--- src/rtl/prog_loader.sv ---
// Boot-time program loader: receives a length/payload/checksum byte frame and writes
// the payload into instruction memory while holding the processor in reset.
module prog_loader #(
    parameter int unsigned TIMEOUT = 255
) (
    input  logic       clk,
    input  logic       reset,
    input  logic       start,
    input  logic       in_valid,
    input  logic [7:0] in_data,
    output logic       in_ready,
    output logic       imem_we,
    output logic [7:0] imem_addr,
    output logic [7:0] imem_wdata,
    output logic       cpu_hold,
    output logic       done,
    output logic       err
);

    localparam int unsigned StallW = (TIMEOUT < 2) ? 1 : $clog2(TIMEOUT + 1);
    localparam logic [StallW-1:0] StallLast = (TIMEOUT == 0) ? '0 : StallW'(TIMEOUT - 1);

    typedef enum logic [2:0] {
        StIdle,
        StLen,
        StData,
        StCsum,
        StDone,
        StErr
    } state_e;

    state_e            state_q, state_d;
    logic [7:0]        len_q, len_d;
    logic [7:0]        addr_q, addr_d;
    logic [7:0]        sum_q, sum_d;
    logic [StallW-1:0] stall_q, stall_d;
    logic              we_q, we_d;
    logic [7:0]        waddr_q, waddr_d;
    logic [7:0]        wdata_q, wdata_d;
    logic              hold_q, hold_d;
    logic              done_q, done_d;
    logic              err_q, err_d;

    logic       active;
    logic       accept;
    logic [7:0] last_addr;

    assign active    = (state_q == StLen) || (state_q == StData) || (state_q == StCsum);
    assign accept    = active && in_valid;
    // Length 0 wraps to 255 here, which is exactly the last address of a 256-byte frame.
    assign last_addr = len_q - 8'd1;

    always_comb begin
        state_d = state_q;
        len_d   = len_q;
        addr_d  = addr_q;
        sum_d   = sum_q;
        stall_d = stall_q;
        we_d    = 1'b0;
        waddr_d = waddr_q;
        wdata_d = wdata_q;
        hold_d  = hold_q;
        done_d  = done_q;
        err_d   = err_q;

        unique case (state_q)
            StIdle, StDone, StErr: begin
                if (start) begin
                    state_d = StLen;
                    done_d  = 1'b0;
                    err_d   = 1'b0;
                    hold_d  = 1'b1;
                    stall_d = '0;
                end
            end
            StLen: begin
                if (accept) begin
                    len_d   = in_data;
                    addr_d  = 8'd0;
                    sum_d   = 8'd0;
                    state_d = StData;
                end
            end
            StData: begin
                if (accept) begin
                    we_d    = 1'b1;
                    waddr_d = addr_q;
                    wdata_d = in_data;
                    addr_d  = addr_q + 8'd1;
                    sum_d   = sum_q + in_data;
                    if (addr_q == last_addr) begin
                        state_d = StCsum;
                    end
                end
            end
            StCsum: begin
                if (accept) begin
                    if (in_data == sum_q) begin
                        state_d = StDone;
                        done_d  = 1'b1;
                        hold_d  = 1'b0;
                    end else begin
                        state_d = StErr;
                        err_d   = 1'b1;
                    end
                end
            end
            default: state_d = StIdle;
        endcase

        // Idle-cycle watchdog; the TIMEOUT-th consecutive idle cycle aborts the frame.
        if (active) begin
            if (accept) begin
                stall_d = '0;
            end else if (stall_q >= StallLast) begin
                state_d = StErr;
                err_d   = 1'b1;
                stall_d = '0;
            end else begin
                stall_d = stall_q + StallW'(1);
            end
        end
    end

    always_ff @(posedge clk) begin
        if (reset) begin
            state_q <= StIdle;
            len_q   <= 8'd0;
            addr_q  <= 8'd0;
            sum_q   <= 8'd0;
            stall_q <= '0;
            we_q    <= 1'b0;
            waddr_q <= 8'd0;
            wdata_q <= 8'd0;
            hold_q  <= 1'b0;
            done_q  <= 1'b0;
            err_q   <= 1'b0;
        end else begin
            state_q <= state_d;
            len_q   <= len_d;
            addr_q  <= addr_d;
            sum_q   <= sum_d;
            stall_q <= stall_d;
            we_q    <= we_d;
            waddr_q <= waddr_d;
            wdata_q <= wdata_d;
            hold_q  <= hold_d;
            done_q  <= done_d;
            err_q   <= err_d;
        end
    end

    assign in_ready   = active;
    assign imem_we    = we_q;
    assign imem_addr  = waddr_q;
    assign imem_wdata = wdata_q;
    assign cpu_hold   = hold_q;
    assign done       = done_q;
    assign err        = err_q;

endmodule

--- config.mk ---
export PLATFORM = sky130hd
export DESIGN_NAME = prog_loader
export DESIGN_NICKNAME = d
export VERILOG_FILES = /design/src/rtl/prog_loader.sv
export SDC_FILE = /design/constraint.sdc
export NUM_CORES = 1
export LEC_CHECK = 0
export BUFFER_PORTS_ARGS = -buffer_cell sky130_fd_sc_hd__buf_4
export CAP_MARGIN = 40
export CORE_MARGIN = 2
export CORE_UTILIZATION = 52
export DETAILED_ROUTE_END_ITERATION = 8
export PLACE_DENSITY = 0.79
export SKIP_LAST_GASP = 1
export SYNTH_ARGS = -nofsm -noshare
export SYNTH_HDL_FRONTEND = slang
export SYNTH_SLANG_ARGS = --single-unit
--- constraint.sdc ---
create_clock -name clk -period 2.1 [get_ports clk]
set_clock_uncertainty 0.2 [all_clocks]
set_input_delay 0.315 -clock clk [delete_from_list [all_inputs] [get_ports clk]]
set_output_delay 0.315 -clock clk [all_outputs]
set_load 0.01 [all_outputs]
== Word-level counts from Yosys, hierarchy flattened ==
Index checks and enable logic that the tools add are counted.

* Flip-flop bits (word level): 55
* Latch bits: 0
* RAM bits: 0
* Memory bits (read-only): 0
* Input bits: 12
* Output and inout port bits: 21
* Logic and storage cells: 80
* Memories kept: 0

* $add $sub $neg: 4
* $mul: 0
* Div/mod/pow operators: 0
* $lt $le $gt $ge: 1
* Equal/unequal tests: 12
* Shift-type cells: 0
* Muxes and demuxes: 36
* Bitwise operators: 1
* Reductions and logical operators: 15

{| class="wikitable"
|+ Operator list
! operator !! number
|-
| 8-bit two-way mux || 8
|-
| 8-bit case mux with 2 select lines || 2
|-
| 3-bit two-way mux || 8
|-
| 8-bit by 1-bit adder with 8-bit output, second input constant || 2
|-
| 8-bit equality test || 2
|-
| 1-bit two-way mux || 14
|-
| 3-bit case mux with 4 select lines || 1
|-
| 8-bit adder || 1
|-
| 8-bit >= comparator, second input constant || 1
|-
| 2-bit != test, second input constant || 4
|-
| 2-bit nonzero test || 4
|-
| 8-bit by 1-bit subtractor with 8-bit output, second input constant || 1
|-
| 3-bit by 2-bit equality test with 1-bit output, second input constant || 2
|-
| 3-bit equality test, second input constant || 2
|-
| 1-bit case mux with 2 select lines || 3
|-
| 2-bit AND reduction || 3
|-
| 4-bit AND reduction || 1
|-
| 3-bit by 1-bit equality test with 1-bit output, second input constant || 1
|-
| 3-bit zero test || 1
|-
| 3-bit AND reduction || 1
|-
| 3-bit OR reduction || 1
|-
| 1-bit logical OR || 2
|-
| 2-bit by 1-bit != test with 1-bit output, second input constant || 1
|-
| 2-bit OR reduction || 1
|-
| other kinds (2) || 2
|}

== Logic depth before layout (Yosys ltp) ==
* Depth after elaboration: 9
* Depth in mapped cells: 7
* Mapped depth without buffers: 7

== Worst setup path before layout ==
Ideal clock, no wire load.

* Path kind: input-to-reg
* Start point: input port in_data[1]
* End point: register sum_q[7]
* Setup time: 0.074 ns
* Arrival time: 1.699 ns
* Required time: 1.826 ns
* Setup slack: 0.127 ns
* Stages on the path: 6
* Buffers on the path: 0
* Path through: ha_1 a21oi_1 o2111ai_1 and3_1 or4_1 a31oi_1

* Longest elaborated chain between the ends: 3

{| class="wikitable"
|+ RTL lines
! item !! line !! text
|-
| start: declaration || 10 || <nowiki>input logic [7:0] in_data,</nowiki>
|-
| 8-bit adder || 90 || <nowiki>sum_d = sum_q + in_data;</nowiki>
|-
| 8-bit two-way mux || 85 || <nowiki>if (accept) begin</nowiki>
|-
| 8-bit case mux with 2 select lines || 66 || <nowiki>unique case (state_q)</nowiki>
|-
| end signal: assignment || 142 || <nowiki>sum_q <= sum_d;</nowiki>
|-
| end: declaration || 35 || <nowiki>logic [7:0] sum_q, sum_d;</nowiki>
|}

No other way between the ends. The select of a mux whose other input is x is not followed.
A chain may end at the register's enable or synchronous reset.

== Worst setup path in the final report ==
* Start point: register sum_q[1]
* End point: register sum_q[7]

* Longest elaborated chain between the ends: 3

{| class="wikitable"
|+ RTL lines
! item !! line
|-
| 8-bit adder || 90
|-
| 8-bit two-way mux || 85
|-
| 8-bit case mux with 2 select lines || 66
|}

No other way between the ends. The select of a mux whose other input is x is not followed.

==> reports/metrics.yaml <==
tightest_slew_margin_relative_to_the_limit_pct: 70.1
grt_pass1_vias: 2397
summed_area_of_non_filler_cells_in_the_final_layout_sq_mm: 0.00331
final_common_cell: "sky130_fd_sc_hd__nand2_1"
drv_cap: 0
vias: 2498
hold_depth: 2
pwr_density_cell_mw_per_mm2: 636
dp_hpwl_um: 4540
final_layout_size_suffix_gt1_share_pct: 17.8
synth.area.mux_share_pct: 0.362
post-route-drc-count: 0
initial_utilization_pct: 54.2
syn2layout_area_growth_pct: 19.4
clk_root_buffer_cell: "sky130_fd_sc_hd__clkbuf_8"
timing.critical_path.arrival_ps: 2140
end_kind: "register"
share_seq_of_total_power_pct: 51.9
postSynthRegisterBits: 55
failed_checks: "negative setup slack"
clkTransAtPathRegs_ps: 90
fp.coreArea_sq_mm: 0.00511
cts.path.max_buffers: 2
path_class: "register to register"
outcome: "finished with violations"
final-max-slew-violation-count: 0
synth.net_count: 369
die_height_um: 77.0
cellLeakagePower_nw: 1.30
finalPower_mw: 2.10
grt.overflow.total: 0
hold_path.class: "primary input to register"
finalWeightedCongestion: 0.843
timing.critical_path.from_type: "register"
async_reset_ff_share_pct: 0
hold_slack_ps: 39.3
chipWidth_um: 77.0
tritoncts: "built"
drt_first_iter_violations: 172
synth-compound-area-share_pct: 15.5
post_synth_and_or_nand_nor_area_fraction_pct: 26.8
grt_antenna_before_repair: 0
peak_supply_drop_uv: 484
viasPerCell: 5.45
tightestPinTransition_ps: 445
timing.final.crit_period_ps: 2110
most-common-layout-cells: "sky130_fd_sc_hd__nand2_1 (69), sky130_fd_sc_hd__dfxtp_1 (53), sky130_fd_sc_hd__buf_4 (50), sky130_fd_sc_hd__a21oi_1 (40), sky130_fd_sc_hd__nor2_1 (32)"
p_int_mw: 1.58
hold_start: "reset"
number_of_buffers_created_by_cts: 5
net_total_in_the_final_layout: 411
io_pins: 33
synthesis.area_sq_mm: 0.00277
synth_top_flop_cell: "sky130_fd_sc_hd__dfxtp_1"
maximum_level_of_the_cts_h_tree: 2
worst_r2r_startpoint: "sum_q[1]"
wire_per_inst_um: 13.7
pwr-share-clk_pct: 34.9
dieArea_sq_mm: 0.00592
worst_ep_required_time_ps: 2130
routed_wirelength_um: 6280
max_clock_freq_mhz: 473
finalCritPeriodShare_pct: 101
placement.io_buffers: 32
synth-edff-count: 0
synth_fa_ha_area_share_pct: 5.69
cts_hold_buffers: 0
worst_r2r_path_depth: 6
yosysUniqueCellTypes: 48
yosys_warnings: 0
power.share.combinational_pct: 13.3
cp_slowest_stage_delay_ps: 480
first_pass_iters: 4
setup_slack_ps: -12.7
grt_start_max_net_pins: 34
finalSetupViolCount: 1
timing.critical_path.slowest_stage_cell: "sky130_fd_sc_hd__or4_4"
grt_setup_unrepaired: "true"
antenna-diode-count: 0
worst-path-max-fanout: 3
power.net_switching_uw: 526
grt_pass1_wl_um: 10700
post_synth_xor_area_fraction_pct: 8.54
synthesis.area_per_instance_sq_um: 8.03
min_to: "err"
floorplan.rows: 26
endpoint_of_the_most_critical_register_to_register_path: "sum_q[7]"
seq_area_frac_synth_pct: 39.8
syn-instance-count: 345
switching_share_pct: 25.0
placedInstanceArea_sq_mm: 0.00316
antenna_violating_nets_post_route: 0
clock_sink_count: 55
gr-usage-all-layers_pct: 21.9
clk-insertion-delay-late_ps: 300
r2r_slack_ps: -10
final_hold_viol_count: 0
dominant_combinational_cell_family_by_area_after_synthesis: "simple AND/OR/NAND/NOR gates"
worst_path_cell_chain: "ha_1 > a21oi_2 > o2111ai_2 > and3_1 > or4_4 > a31oi_1"
## through the flow
stage	TNS (ps)	std cells	setup WS (ps)	util [%]
after CTS	0	457	5.62	64.4
final	-12.7	458	-12.7	64.7
after detailed placement	-129	449	-114	61.9
after global routing	-58.3	458	-58.3	64.7
after floorplan	0	345	127	-
after global placement	-55.7	449	-55.7	61.9
## power groups by stage
stage | combinational, mW | clock (mW) | sequential (mW)
3_5_place_dp | 0.274 | 0 | 1.11
6_report | 0.279 | 0.734 | 1.09
2_1_floorplan | 0.189 | 0 | 1.11
3_3_place_gp | 0.267 | 0 | 1.11
5_1_grt | 0.308 | 0.799 | 1.10
4_1_cts | 0.277 | 0.755 | 1.09
## Yosys cell counts (2+ instances only)
master / number / area share (%)
sky130_fd_sc_hd__buf_2: 3 / 0.54
sky130_fd_sc_hd__or2_1: 2 / 0.45
sky130_fd_sc_hd__nor3b_1: 2 / 0.54
sky130_fd_sc_hd__clkbuf_1: 10 / 1.4
sky130_fd_sc_hd__a211oi_1: 2 / 0.54
sky130_fd_sc_hd__and3_1: 4 / 0.90
sky130_fd_sc_hd__and2b_1: 2 / 0.54
sky130_fd_sc_hd__o21a_1: 2 / 0.54
sky130_fd_sc_hd__nor2_1: 32 / 4.3
sky130_fd_sc_hd__nand4_1: 6 / 1.4
sky130_fd_sc_hd__ha_1: 11 / 5.0
sky130_fd_sc_hd__o2111ai_1: 2 / 0.63
sky130_fd_sc_hd__nor4_1: 4 / 0.90
sky130_fd_sc_hd__xor2_1: 13 / 4.1
sky130_fd_sc_hd__nand3_1: 12 / 2.2
sky130_fd_sc_hd__nand2b_1: 3 / 0.68
sky130_fd_sc_hd__a221oi_1: 2 / 0.63
sky130_fd_sc_hd__or3_1: 2 / 0.45
sky130_fd_sc_hd__dfxtp_1: 55 / 40
sky130_fd_sc_hd__o211ai_1: 2 / 0.54
sky130_fd_sc_hd__o21ai_0: 7 / 1.3
sky130_fd_sc_hd__nor2b_1: 4 / 0.90
sky130_fd_sc_hd__a21o_1: 3 / 0.81
sky130_fd_sc_hd__xnor2_1: 14 / 4.4
sky130_fd_sc_hd__a21oi_1: 41 / 7.4
sky130_fd_sc_hd__nand2_1: 69 / 9.4
sky130_fd_sc_hd__nor3_1: 9 / 1.6
sky130_fd_sc_hd__inv_1: 7 / 0.95
## metal layers
layer	up-vias	share of wire, %	global-route usage [%]
met2	48	50	38.5
met4	0	0.43	6.79
met3	2	4.9	3.76
li1	1267	-	-
met1	1181	44	27.4
met5	-	0	0
## kinds of logic (layout without fill, tap and decap cells)
family,Yosys count,after routing
xor+xnor,27,27
buf+inv,22,65
simple gates,158,158
flops,55,55
mux,1,1
compound gates,70,70
fa+ha+maj,12,12
## worst max path at each step
stage	start	endpoint	slack (ps)
2_1_floorplan	in_data[1]	sum_q[7]	130
3_3_place_gp	in_data[1]	sum_q[7]	-60
3_5_place_dp	in_data[1]	sum_q[7]	-110
4_1_cts	sum_q[1]	sum_q[7]	6
5_1_grt	sum_q[1]	sum_q[7]	-60
6_report	sum_q[1]	sum_q[7]	-10
## sequential cells by signal (all words and copies together) (netlist names)
signal / flops
done: 1
len_q: 8
imem_addr: 8
addr_q: 8
imem_wdata: 8
imem_we: 1
err: 1
cpu_hold: 1
stall_q: 8
state_q: 3
sum_q: 8
## layout make-up
type / count / area [sq um]
fillers: 456 / 1800
well taps: 70 / 87.6
clock buffers: 6 / 82.6
flip-flops and latches: 55 / 1100
clock inverters: 2 / 38.8
inverters: 7 / 26.3
multi-input cells: 268 / 1590
repair buffers: 50 / 375
## repair_timing
item,in CTS,in global routing
pin swaps,0,1
setup buffers,0,1
gates resized for setup,1,4
setup endpoints to repair,1,3
## critical path: cells and delay by family (launching register included)
kind	cells	cell delay, ps
AO/OA/AOI/OAI	3	500
adder cells (fa/ha/maj)	1	310
flip-flops	1	350
AND/OR/NAND/NOR	2	690
No activity file was read; power rests on OpenSTA's default activity.
